`src/rtl/le_config_loader.sv`:
```
// Bit-serial configuration loader: assembles NUM_FRAMES frames into a shadow register and
// commits them atomically to config_out. Define LE_CONFIG_LOADER_PARITY_EN for per-frame even parity.
module le_config_loader #(
   parameter int FRAME_WIDTH = 17,
   parameter int NUM_FRAMES  = 4
) (
   input  logic                              clock,
   input  logic                              nreset,
   input  logic                              cfg_start,
   input  logic                              cfg_valid,
   input  logic                              cfg_data,
   output logic                              cfg_ready,
   output logic [FRAME_WIDTH*NUM_FRAMES-1:0] config_out,
   output logic                              busy,
   output logic                              done,
   output logic                              error
);

`ifdef LE_CONFIG_LOADER_PARITY_EN
   localparam int FRAME_BITS = FRAME_WIDTH + 1;
`else
   localparam int FRAME_BITS = FRAME_WIDTH;
`endif
   localparam int CFG_W = FRAME_WIDTH * NUM_FRAMES;
   localparam int BCW   = (FRAME_BITS > 1) ? $clog2(FRAME_BITS) : 1;
   localparam int FCW   = (NUM_FRAMES > 1) ? $clog2(NUM_FRAMES) : 1;
   localparam logic [BCW-1:0] LAST_BIT   = BCW'(FRAME_BITS - 1);
   localparam logic [FCW-1:0] LAST_FRAME = FCW'(NUM_FRAMES - 1);

   // Handshake: a bit is transferred on every rising edge where cfg_valid && cfg_ready;
   // cfg_ready depends only on the state register, and cfg_valid may drop at any time to stall.
   typedef enum logic [1:0] {
      ST_IDLE   = 2'd0,
      ST_SHIFT  = 2'd1,
      ST_COMMIT = 2'd2,
      ST_ERROR  = 2'd3
   } state_t;

   state_t                 state_q;
   logic [BCW-1:0]         bit_cnt_q;
   logic [FCW-1:0]         frame_cnt_q;
   logic [FRAME_WIDTH-1:0] frame_q;
   logic [FRAME_WIDTH-1:0] frame_d;
   logic [FRAME_WIDTH-1:0] frame_word;
   logic [CFG_W-1:0]       shadow_q;
   logic [CFG_W-1:0]       shadow_d;
   logic [CFG_W-1:0]       config_q;
   logic                   busy_q;
   logic                   done_q;
`ifdef LE_CONFIG_LOADER_PARITY_EN
   logic                   par_q;
   logic                   error_q;
`endif

   always_comb begin
      frame_d = (frame_q << 1) | FRAME_WIDTH'(cfg_data);
`ifdef LE_CONFIG_LOADER_PARITY_EN
      // the frame-end bit is the parity bit, so the data word is already complete
      frame_word = frame_q;
`else
      frame_word = frame_d;
`endif
      // frames slide down from the top so frame 0 finishes in the least significant slot
      shadow_d = (shadow_q >> FRAME_WIDTH) | (CFG_W'(frame_word) << (CFG_W - FRAME_WIDTH));
   end

   always_ff @(posedge clock) begin
      if (!nreset) begin
         state_q     <= ST_IDLE;
         bit_cnt_q   <= '0;
         frame_cnt_q <= '0;
         frame_q     <= '0;
         shadow_q    <= '0;
         config_q    <= '0;
         busy_q      <= 1'b0;
         done_q      <= 1'b0;
`ifdef LE_CONFIG_LOADER_PARITY_EN
         par_q       <= 1'b0;
         error_q     <= 1'b0;
`endif
      end else begin
         done_q <= 1'b0;
         case (state_q)
            ST_IDLE, ST_ERROR: begin
               if (cfg_start) begin
                  state_q     <= ST_SHIFT;
                  bit_cnt_q   <= '0;
                  frame_cnt_q <= '0;
                  busy_q      <= 1'b1;
`ifdef LE_CONFIG_LOADER_PARITY_EN
                  par_q       <= 1'b0;
                  error_q     <= 1'b0;
`endif
               end
            end
            ST_SHIFT: begin
               if (cfg_start) begin
                  // restart discards any partial load; no bit is taken this cycle
                  bit_cnt_q   <= '0;
                  frame_cnt_q <= '0;
`ifdef LE_CONFIG_LOADER_PARITY_EN
                  par_q       <= 1'b0;
`endif
               end else if (cfg_valid) begin
                  if (bit_cnt_q == LAST_BIT) begin
                     bit_cnt_q <= '0;
`ifdef LE_CONFIG_LOADER_PARITY_EN
                     par_q     <= 1'b0;
                     if (par_q ^ cfg_data) begin
                        state_q <= ST_ERROR;
                        error_q <= 1'b1;
                        busy_q  <= 1'b0;
                     end else begin
                        shadow_q    <= shadow_d;
                        frame_cnt_q <= frame_cnt_q + FCW'(1);
                        if (frame_cnt_q == LAST_FRAME) state_q <= ST_COMMIT;
                     end
`else
                     shadow_q    <= shadow_d;
                     frame_cnt_q <= frame_cnt_q + FCW'(1);
                     if (frame_cnt_q == LAST_FRAME) state_q <= ST_COMMIT;
`endif
                  end else begin
                     bit_cnt_q <= bit_cnt_q + BCW'(1);
                     frame_q   <= frame_d;
`ifdef LE_CONFIG_LOADER_PARITY_EN
                     par_q     <= par_q ^ cfg_data;
`endif
                  end
               end
            end
            ST_COMMIT: begin
               config_q <= shadow_q;
               done_q   <= 1'b1;
               busy_q   <= 1'b0;
               state_q  <= ST_IDLE;
            end
            default: state_q <= ST_IDLE;
         endcase
      end
   end

   assign cfg_ready  = (state_q == ST_SHIFT);
   assign config_out = config_q;
   assign busy       = busy_q;
   assign done       = done_q;
`ifdef LE_CONFIG_LOADER_PARITY_EN
   assign error      = error_q;
`else
   assign error      = 1'b0;
`endif

endmodule

```
`config.mk`:
```
export PLATFORM = sky130hd
export DESIGN_NAME = le_config_loader
export DESIGN_NICKNAME = d
export VERILOG_FILES = /design/src/rtl/le_config_loader.sv
export SDC_FILE = /design/constraint.sdc
export NUM_CORES = 1
export LEC_CHECK = 0
export CORE_UTILIZATION = 50
export CTS_CLUSTER_DIAMETER = 30
export CTS_CLUSTER_SIZE = 8
export DETAILED_ROUTE_END_ITERATION = 12
export DONT_BUFFER_PORTS = 1
export GPL_TIMING_DRIVEN = 1
export PLACE_DENSITY = 0.69
export SYNTH_ARGS = -nofsm -noshare
export SYNTH_HDL_FRONTEND = slang
export SYNTH_SLANG_ARGS = --single-unit
```
`constraint.sdc`:
```
create_clock -name clock -period 2.45 [get_ports clock]
set_clock_uncertainty 0.1 [all_clocks]
set_input_delay 0.3675 -clock clock [delete_from_list [all_inputs] [get_ports clock]]
set_output_delay 0.3675 -clock clock [all_outputs]
set_load 0.05 [all_outputs]
```
# [After elaboration in Yosys (flattened, before gate mapping)]
# Cells that the tools add are included.
[classes] addsub=2 eq_ne=12 mux=19 n_bitwise=4 reduce_logical=10
[ops] op="$or A51 B68 Y68" count=1
[ops] op="$mux W5" count=4
[ops] op="$mux W2" count=9
[ops] op="$or A17 B1 Y17" count=1
[ops] op="$reduce_and A4 Y1" count=3
[ops] op="$pmux W5 S2" count=1
[ops] op="$eq A2 B2 Y1 const B" count=3
[ops] op="$ne A2 B2 Y1 const B" count=3
[ops] op="$pmux W2 S3" count=1
[ops] op="$add A5 B1 Y5 const B" count=1
[ops] op="$eq A5 B5 Y1 const B" count=1
[ops] op="$reduce_and A5 Y1" count=1
[ops] op="$ne A2 B1 Y1 const B" count=2
[ops] op="$pmux W2 S2" count=1
[ops] op="$reduce_bool A2 Y1" count=2
[ops] op="$ne A3 B2 Y1 const B" count=1
[ops] op="$ne A3 B3 Y1 const B" count=1
[ops] op="$reduce_and A3 Y1" count=1
[ops] op="$add A2 B1 Y2 const B" count=1
[ops] op="$eq A2 B1 Y1 const B" count=1
[ops] op="$logic_not A2 Y1" count=1
[ops] op="$mux W1" count=2
[ops] op="$not A1 Y1" count=2
[ops] op="$pmux W1 S2" count=1
[ops] op="other kinds (2)" count=2
[word_totals] ff_bits=163 output_inout_bits=72 elab_cells=55

# [Depth between registers and ports, before layout]
# Gate-level depths: netlist (run 1).
[logic_depth] word_depth=6 ltp_mapped=8 mapped_depth_nobuf=6

# [Worst setup path after synthesis (run 1)]
# No wires, ideal clock.
[synth_timing] kind="reg-to-reg" start="register state_q[1]" end="register shadow_q[0]" arrival_ns=1.780 required_ns=2.222 slack_ns=0.442 path_stages_with_launch=9 n_path_buf=2 cell_sequence="dfxtp_1 inv_1 ha_1 and2b_1 nand3_4 buf_6 buf_6 nand3_1 o21ai_1"
[synth_between] elab_chain_cells=2
[synth_lines] element="from (decl)" line="39" text="state_t state_q;"
[synth_lines] element="from (signal assigned)" line="69" text="state_q <= ST_IDLE;"
[synth_lines] element="from (signal assigned)" line="86" text="state_q <= ST_SHIFT;"
[synth_lines] element="from (signal assigned)" line="121" text="if (frame_cnt_q == LAST_FRAME) state_q <= ST_COMMIT;"
[synth_lines] element="$eq A2 B1 Y1"
[synth_lines] element="via cfg_ready" line="12" text="output logic cfg_ready,"
[synth_lines] element="$reduce_and A4 Y1 (no line)"
[synth_lines] element="to (signal assigned)" line="119" text="shadow_q <= shadow_d;"
[synth_lines] element="to (decl)" line="45" text="logic [CFG_W-1:0] shadow_q;"
# The timed path passes the listed nets, and every way through them passes these cells.
# A chain may end at the register's enable or synchronous reset.

# [Worst setup path in the final report (run 1)]
[layout_timing] start="register state_q[1]" end="register shadow_q[11]"
[layout_between] elab_chain_cells=2
[layout_lines] element="$eq A2 B1 Y1" line="83" text="case (state_q)"
[layout_lines] element="$reduce_and A4 Y1 (no line)"
# Every way passes these cells.

==> summary.md, run 1 <==
| Metric | Value |
|---|---|
| Vias in the first global route | 4060 |
| Sequential Area | 3260 µm² |
| Final Net Count | 626 |
| Final setup vio count | 0 |
| Max stage delay on crit path | 0.43 ns |
| Post-Route WL | 12400 µm |
| Core area | 11500 µm² |
| Cts bufs inserted | 17 |
| CP bufs+invs | 2 |
| CTS root buffer | clkbuf_16 |
| Routed len/inst | 16.2 µm |
| Area grow syn2layout | 11.1% |
| Layout cells sized above 1 | 7.18% |
| Top-count cell post-synth | dfxtp_1 |
| R2R cell count | 7 |
| Critical Path RT | 2.69 ns |
| Final hold vios | 0 |
| Status | finished, violations left |
| Yosys top cell area share | 54.5% |
| CTS tree | built |
| CP Launch Type | flop |
| Commonest cells in the synthesized netlist | dfxtp_1, mux2i_1, nand3_1, nand2_1, nor2_1 |
| Max-capacitance violation count | 0 |
| Post-synth top flop | dfxtp_1 |
| Syn Std Cell Area | 5980 µm² |
| Critical path cell sequence | inv_1, ha_1, and2b_1, nand3_4, buf_4, nand3_1, o21ai_1 |
| DIE WIDTH | 111 µm |
| Post-synth EDFFs | 0 |
| Slowest library cell on the worst path | dfxtp_1 |
| Crit end category | flop |
| Largest net degree at the start of global routing | 105 |
| Placement Setup Slack | 0.462 ns |
| Post-synth top area cell | dfxtp_1 |
| Multi-input gate area | 2450 µm² |
| Clk slew on worst S/H paths | 0.06 ns |
| Cell Pwr Density | 798 nW/µm² |
| Initial DRC count | 193 |
| Antenna Nets Post-Route | 0 |
| Post-synthesis net count | 643 |
| Post-CTS sizing | 0 |
| DR vias | 4197 |
| Fin Setup TNS | 0 ns |
| Die area | 12400 µm² |
| Slew Limit Fails | 0 |
| Initial core utilization | 51.9% |
| DR vias/cell | 5.45 |
| Seq/Total Area, Yosys | 54.5% |
| Detail Placement HPWL | 7900 µm |
| Ant. Diodes | 0 |
| First-pass GRT wire length | 20800 µm |
| Initial antenna violation count | 0 |
| Setup crit end | shadow_q[11]$_SDFFE_PN0P_ |
| Fillers | 1029 |
| Synth Instances | 632 |
| Reg-to-Reg End | shadow_q[11]$_SDFFE_PN0P_ |
| Drc violations | 12 |
| Setup ws final | 0.460 ns |
| Grt ovf | 0 |
| Minimum clock period | 1.99 ns |
| Cell area after layout | 6650 µm² |
| Worst Path Max Fanout | 34 |
| Die Span Y | 111 µm |
| H-Tree Depth | 4 |
| Critical Path Start | state_q[1]$_SDFFE_PN0P_ |
| Worst Path Arrival | 2.23 ns |
| Clock Tree Buf Depth | 2 |
| Post-DP Area | 6020 µm² |
| Inst Count DP | 734 |
| Count of hold-fix buffers inserted at cts | 5 |
| GRT Total Usage | 21.4% |
| Leakage | 2.29 nW |
| Critical path class | reg2reg |
| Async SR Flop Fraction | 0% |
| RR Startpoint | state_q[1]$_SDFFE_PN0P_ |
| Slew at the pin with the worst max-slew slack | 0.916 ns |
| Unrepaired setup endpoints after global routing | no |
| Port Buffer Count | 0 |
| Cell count along the critical path | 7 |
| Fin crit share | 81.2% |
| Setup Buffers After CTS | 0 |
| DR pass1 iterations | 9 |
| Layout Cells excl Fill | 770 |
| Slew HR | 38.7% |
| Flop2flop setup slack | 0.46 ns |
| RePlAce Congestion | 0.777 |
| Hold Path Depth | 2 |
| Netlist cell types | 38 |
| Kind of cell adding the most delay to the critical path | simple AND/OR/NAND/NOR gates |
| Max Freq | 0.502 GHz |
| Synth Register Bits | 163 |
| # IOs | 77 |
| Yosys Warn Count | 0 |
| Clk_lat worst skew | 0.41 ns |
| Hold WC Path Type | in2reg |
| Sink Count | 163 |
| Max VDD drop | 0.402 mV |
| Failing checks | design-rule violations |
| Mean Syn Cell Area | 9.47 µm² |
| Row count | 39 |
| Area contributors post-synth | dfxtp_1, mux2i_1, nand3_1 |
## metal layers
| metal | wire (µm) | up-vias | track usage (%) |
|---|---|---|---|
| li1 | - | 2124 | - |
| met1 | 5660 | 1958 | 26.9 |
| met4 | 170 | 0 | 8.92 |
| met5 | 0 | - | 0 |
| met2 | 5910 | 97 | 34.1 |
| met3 | 706 | 18 | 6.80 |
## flip-flops by register name, summed over array words and instances (netlist names)
signal       count
busy             1
frame_q         16
done             1
bit_cnt_q        5
config_out      68
shadow_q        68
frame_cnt_q      2
state_q          2
## power by group
group | internal, mW | switching, mW
Sequential | 2.66 | 0.0108
Clock | 1.53 | 0.997
Combinational | 0.0345 | 0.0823
## layout make-up
type	instances	area share [%]
Inverter	8	0.452
Multi-Input combinational cell	412	36.9
Tap cell	143	2.69
Timing Repair Buffer	13	2.22
Clock inverter	8	1.13
Sequential cell	163	49.1
Clock buffer	23	7.49
## cell families after synthesis
logic type,after synthesis,synth area share [%]
adders and majority gates,6,1.25
muxes,86,14.4
buffers and inverters,57,4.66
other,1,0.0627
and+or+nand+nor,234,17.4
DFF,163,54.5
AOI/OAI and AO/OA,85,7.63
## stage by stage
| step | utilization, % | power, mW | hold slack [ns] |
|---|---|---|---|
| after global placement | 52.3 | 2.82 | 0.349 |
| after floorplan | - | 2.84 | 0.336 |
| after detailed placement | 52.3 | 2.82 | 0.356 |
| final | 57.7 | 5.31 | 0.0286 |
| after global routing | 57.7 | 5.48 | 0.00996 |
| after CTS | 57.7 | 5.35 | 0.00163 |
## worst min-delay path by stage
stage,slack [ns],startpoint,to
floorplan,0.34,shadow_q[0]$_SDFFE_PN0P_,shadow_q[0]$_SDFFE_PN0P_
global placement,0.35,shadow_q[7]$_SDFFE_PN0P_,shadow_q[7]$_SDFFE_PN0P_
detailed placement,0.36,shadow_q[12]$_SDFFE_PN0P_,shadow_q[12]$_SDFFE_PN0P_
CTS,0.002,nreset,shadow_q[1]$_SDFFE_PN0P_
global route,0.01,nreset,shadow_q[55]$_SDFFE_PN0P_
finish,0.03,nreset,frame_cnt_q[1]$_SDFFE_PN0P_
## cell usage in the layout (no fill, tap or decap), types with 2 or more instances in the layout
cell type and n:
dfxtp_1 163, mux2i_1 86, nand3_1 74, nand2_1 72
nor2_1 72, o21ai_1 40, o21ai_0 30, clkbuf_16 17
inv_1 7, a21oi_1 5, ha_1 5, clkbuf_8 5
dlygate4sd3_1 5, buf_4 5, clkinv_2 4, buf_12 3
nand2b_1 2, nand4_1 2, o22ai_1 2, nand4b_1 2
and2_1 2
Note: power is estimated with default switching activity, not from simulation.
==> run 2: changes to the inputs <==
Clock period 2.45 ns to 1.9 ns, I/O delays scaled along.
==> summary.md, run 2 (synthesis gave the netlist of run 1 again) <==
| Metric | Value |
|---|---|
| Leakage | 2.40 nW (was 2.29 nW) |
| Slew HR | 60.0% (was 38.7%) |
| Internal power | 5.47 mW (was 4.22 mW) |
| Routed len/inst | 15.8 µm (was 16.2 µm) |
| Vias in the first global route | 4318 (was 4060) |
| Cts bufs inserted | 17 (unchanged) |
| Fillers | 916 (was 1029) |
| Hold Slack | -0.0744 ns (was 0.0286 ns) |
| Worst Path Max Fanout | 5 (was 34) |
| Port Buffer Count | 0 (unchanged) |
| Initial core utilization | 51.9% (unchanged) |
| Setup ws final | 0.0842 ns (was 0.460 ns) |
| Clk slew on worst S/H paths | 0.06 ns (about the same) |
| M1 wire length | 5620 µm (was 5660 µm) |
| Max-capacitance violation count | 0 (unchanged) |
| Crit end category | flop (unchanged) |
| Initial DRC count | 288 (was 193) |
| Top routing layer in use | met4 (unchanged) |
| Initial antenna violation count | 0 (unchanged) |
| Die Span Y | 111 µm (unchanged) |
| Largest net degree at the start of global routing | 147 (was 105) |
| # IOs | 77 (unchanged) |
| Ant. Diodes | 0 (unchanged) |
| Post-Route WL | 13100 µm (was 12400 µm) |
| Area grow syn2layout | 21.5% (was 11.1%) |
| DR vias | 4535 (was 4197) |
| Reg power frac | 50.0% (was 50.3%) |
| First-pass GRT wire length | 21300 µm (was 20800 µm) |
| CP Launch Type | flop (unchanged) |
| Placement Setup Slack | 0.0579 ns (was 0.462 ns) |
| Status | finished, violations left (unchanged) |
| Slew at the pin with the worst max-slew slack | 0.599 ns (was 0.916 ns) |
| Failing checks | design-rule violations, negative hold slack (was design-rule violations) |
| Detail Placement HPWL | 7870 µm (was 7900 µm) |
| H-Tree Depth | 4 (unchanged) |
| Critical path class | reg2reg (unchanged) |
| CTS root buffer | clkbuf_16 (unchanged) |
| RePlAce Congestion | 0.787 (was 0.777) |
| Critical Path RT | 2.12 ns (was 2.69 ns) |
| Minimum clock period | 1.82 ns (was 1.99 ns) |
| Combinational share of power | 2.1% (was 2.2%) |
| Final Net Count | 684 (was 626) |
| Max VDD drop | 0.664 mV (was 0.402 mV) |
| Fin Setup TNS | 0 ns (unchanged) |
| Commonest non-fill, non-tap cell in the layout | dfxtp_1 (unchanged) |
| Fin crit share | 95.6% (was 81.2%) |
| Cell Pwr Density | 944 nW/µm² (was 798 nW/µm²) |
| Unrepaired setup endpoints after global routing | no (unchanged) |
| DIE WIDTH | 111 µm (unchanged) |
| DR vias/cell | 5.48 (was 5.45) |
| Final hold vios | 30 (was 0) |
| Sink Count | 163 (unchanged) |
| DR pass1 iterations | 10 (was 9) |
| Grt ovf | 0 (unchanged) |
| Slew Limit Fails | 0 (unchanged) |
| Switching share of power | 20.2% (was 20.5%) |
| GRT Total Usage | 21.8% (was 21.4%) |
| CTS tree | built (unchanged) |
| DR WL met3 | 955 µm (was 706 µm) |
| Clock Power Share | 47.9% (was 47.5%) |
| Row count | 39 (unchanged) |
| Routed wl met2 | 6280 µm (was 5910 µm) |
| Final setup vio count | 0 (unchanged) |
| Layout cells sized above 1 | 7.88% (was 7.18%) |
| Drc violations | 14 (was 12) |
| Worst Path Arrival | 2.03 ns (was 2.23 ns) |
| Commonest non-fill, non-tap cells in the layout | dfxtp_1, mux2i_1, nand3_1, nand2_1, nor2_1 (unchanged) |
| Die area | 12400 µm² (unchanged) |
| Sw Pwr | 1.39 mW (was 1.09 mW) |
| Hold WC Path Type | in2reg (unchanged) |
| Max Freq | 0.551 GHz (was 0.502 GHz) |
| Antenna Nets Post-Route | 0 (unchanged) |
| Clk_lat worst skew | 0.42 ns (was 0.41 ns) |
| Clock Tree Buf Depth | 2 (unchanged) |
| Core area | 11500 µm² (unchanged) |
==> run 2: stage by stage <==
stage	std cells	instance area [µm²]	total power, mW	utilization (%)
finish	828	7270	6.86	63.1
global route	828	7270	7.07	63.1
CTS	823	7200	6.92	62.5
global placement	738	6090	3.64	52.9
detailed placement	738	6090	3.64	52.9
floorplan	632	5980	3.66	-
==> run 2: path summary, 6_finish.rpt <==
kind,startpoint,to,slack [ns],depth (start not counted)
worst max register to register,bit_cnt_q[0]$_SDFFE_PN0P_,bit_cnt_q[4]$_SDFFE_PN0P_,0.08,7
worst max-delay path,bit_cnt_q[0]$_SDFFE_PN0P_,bit_cnt_q[4]$_SDFFE_PN0P_,0.08,7
worst min-delay path,nreset,busy$_SDFFE_PN0P_,-0.07,1
worst min register to register,shadow_q[10]$_SDFFE_PN0P_,shadow_q[10]$_SDFFE_PN0P_,0.37,2
==> run 2: critical path, stage by stage (launching register included) <==
cell      delay [ns]
dfxtp_2         0.36
inv_1           0.05
ha_1            0.19
and4bb_2        0.29
buf_4           0.18
nor2_4          0.12
nand2_1         0.12
o41ai_1         0.30
==> run 2: per-layer routing <==
layer / vias to the layer above / global-route usage, %
li1: 2243 / -
met1: 2133 / 26.7
met2: 136 / 34.8
met3: 23 / 8.06
met4: 0 / 8.29
met5: - / 0
==> run 2: area by class of cell <==
| type | instances | area [µm²] | area share [%] |
|---|---|---|---|
| clock buffer | 23 | 468 | 6.44 |
| tap | 143 | 179 | 2.46 |
| multi-input combinational | 413 | 2470 | 34.0 |
| timing repair buffer | 70 | 753 | 10.4 |
| sequential | 163 | 3270 | 44.9 |
| clock inverter | 8 | 103 | 1.41 |
| inverter | 8 | 30.0 | 0.413 |
==> run 2: power by group through the flow <==
stage | combinational, mW | clock [mW] | sequential, mW
final | 0.146 | 3.28 | 3.43
after global routing | 0.157 | 3.48 | 3.43
after CTS | 0.143 | 3.35 | 3.43
after detailed placement | 0.138 | 0 | 3.51
after global placement | 0.135 | 0 | 3.51
after floorplan | 0.145 | 0 | 3.51
==> run 2: what timing repair did <==
item                                    CTS  global route
hold endpoints to repair                 90            67
hold buffers                             54             2
gates resized for setup                   0             4
endpoints found under the setup margin    0            61
buffers inserted                          0             2
==> run 3: changes to the inputs <==
Settings changed: CAP_MARGIN set to 20.
==> results of run 3 <==
The final DEF is identical to that of run 2; final timing and power are the same.
==> RTL change: new RTL, config.mk and constraints of run 3 <==
The parameter `NUM_FRAMES` goes from 4 to 8.
--- a/src/rtl/le_config_loader.sv
+++ b/src/rtl/le_config_loader.sv
@@ -3,5 +3,5 @@
 module le_config_loader #(
    parameter int FRAME_WIDTH = 17,
-   parameter int NUM_FRAMES  = 4
+   parameter int NUM_FRAMES  = 8
 ) (
    input  logic                              clock,
Ports: changed (resized config_out); port bits go from 77 to 145. No check against the original RTL was run, so the function may have changed too.
==> RTL change against run 3 <==
The flow finishes with violations (hold timing, setup timing). Sequential cell count rose by 137. Sequential share of layout area barely moved. Die area rose by 78%. Global-route usage rose by 0.46 points. Power rose by 130%. Design area rose by 84%. Synthesized cell count rose by 83%. Combinational power rose by 39%. Wire length rose by 90%. Worst setup slack got worse by 0.13 ns. Synthesized area rose by 79%. Critical endpoint is now bit_cnt_q[2]. Largest power group is now clock.
==> RTL change: results (changes against run 3) <==
- Longest Clk Path Bufs: 3 (was 2)
- Final Hold Viols: 36 (was 30)
- Non-CTS inverters: 6 (was 8)
- Hold Path Sink: shadow_q[0] (was busy)
- Placer Congestion: 0.785 (was 0.787)
- Area after DPL: 0.0112 mm^2 (was 0.00609 mm^2)
- Storage cell area: 0.00601 mm^2 (was 0.00327 mm^2)
- Final Setup Violations: 2 (was 0)
- Status: finished, violations left (unchanged)
- R2R depth: 6 (was 7)
- Portion of netlist area occupied by mux cells: 0.146 (was 0.144)
- #FFs+latches synth: 300 (was 163)
- Largest net degree at the start of global routing: 283 (was 147)
- Bufs w/o clock: 79 (was 70)
- Worst setup margin: -0.0411 ns (was 0.0842 ns)
- Final clock-cell share: 0.128 (was 0.0785)
- Number of buffers created by CTS: 54 (was 17)
- Multi-input logic portion of the cell area: 0.329 (was 0.340)
- Rel. slew slack: 0.511 (was 0.600)
- Post-synth top cells: dfxtp_1, mux2i_1, nand3_1, nand2_1 (was dfxtp_1, mux2i_1, nand3_1, nand2_1, nor2_1)
- Synth unique cells: 29 (was 38)
- Signal buffers share of area: 0.0666 (was 0.104)
- DR pass1 iterations: 5 (was 10)
- Worst hold margin: -0.168 ns (was -0.0744 ns)
- CP max FO: 4 (was 5)
- Mean Syn Cell Area: 9.28 um^2 (was 9.47 um^2)
- Failing checks: hold timing, setup timing (was DRC, hold timing)
- Fin nets: 1,208 (was 684)
- First-pass GRT wire length: 39.2 mm (was 21.3 mm)
- CP endpoint: bit_cnt_q[2] (was bit_cnt_q[4])
- Adder-cell share of the synthesized area: 0.00817 (was 0.0125)
- Post-synthesis sequential area ratio: 0.560 (was 0.545)
- H-tree levels: 2 (was 4)
- Sequential cell area share: 0.449 (about the same)
- Crit path from: bit_cnt_q[1] (was bit_cnt_q[0])
- Vias in the first global route: 7,594 (was 4,318)
[RTL change: logic make-up (layout without fill, tap and decap cells)]
family / Yosys count / after routing
multiplexers: 156 / 156
AO/OA/AOI/OAI: 150 / 150
adder cells (fa/ha/maj): 7 / 7
other: 1 / 1
flip-flops: 300 / 300
buffers and inverters: 101 / 173
AND/OR/NAND/NOR: 441 / 441
[RTL change: per-stage QoR]
stage | setup TNS [ns] | hold slack [ns]
floorplan | -0.00956 | 0.341
global placement | -0.00783 | 0.334
detailed placement | -0.0880 | 0.330
CTS | -0.0102 | -0.221
global route | -0.370 | -0.163
finish | -0.0491 | -0.168
[RTL change: power breakdown]
| part | switching (mW) | internal [mW] | leakage [nW] |
|---|---|---|---|
| combinational | 0.121 | 0.0815 | 1.35 |
| sequential | 0.0127 | 6.32 | 2.42 |
| clock | 2.93 | 6.00 | 0.840 |
| total | 3.07 | 12.4 | 4.61 |
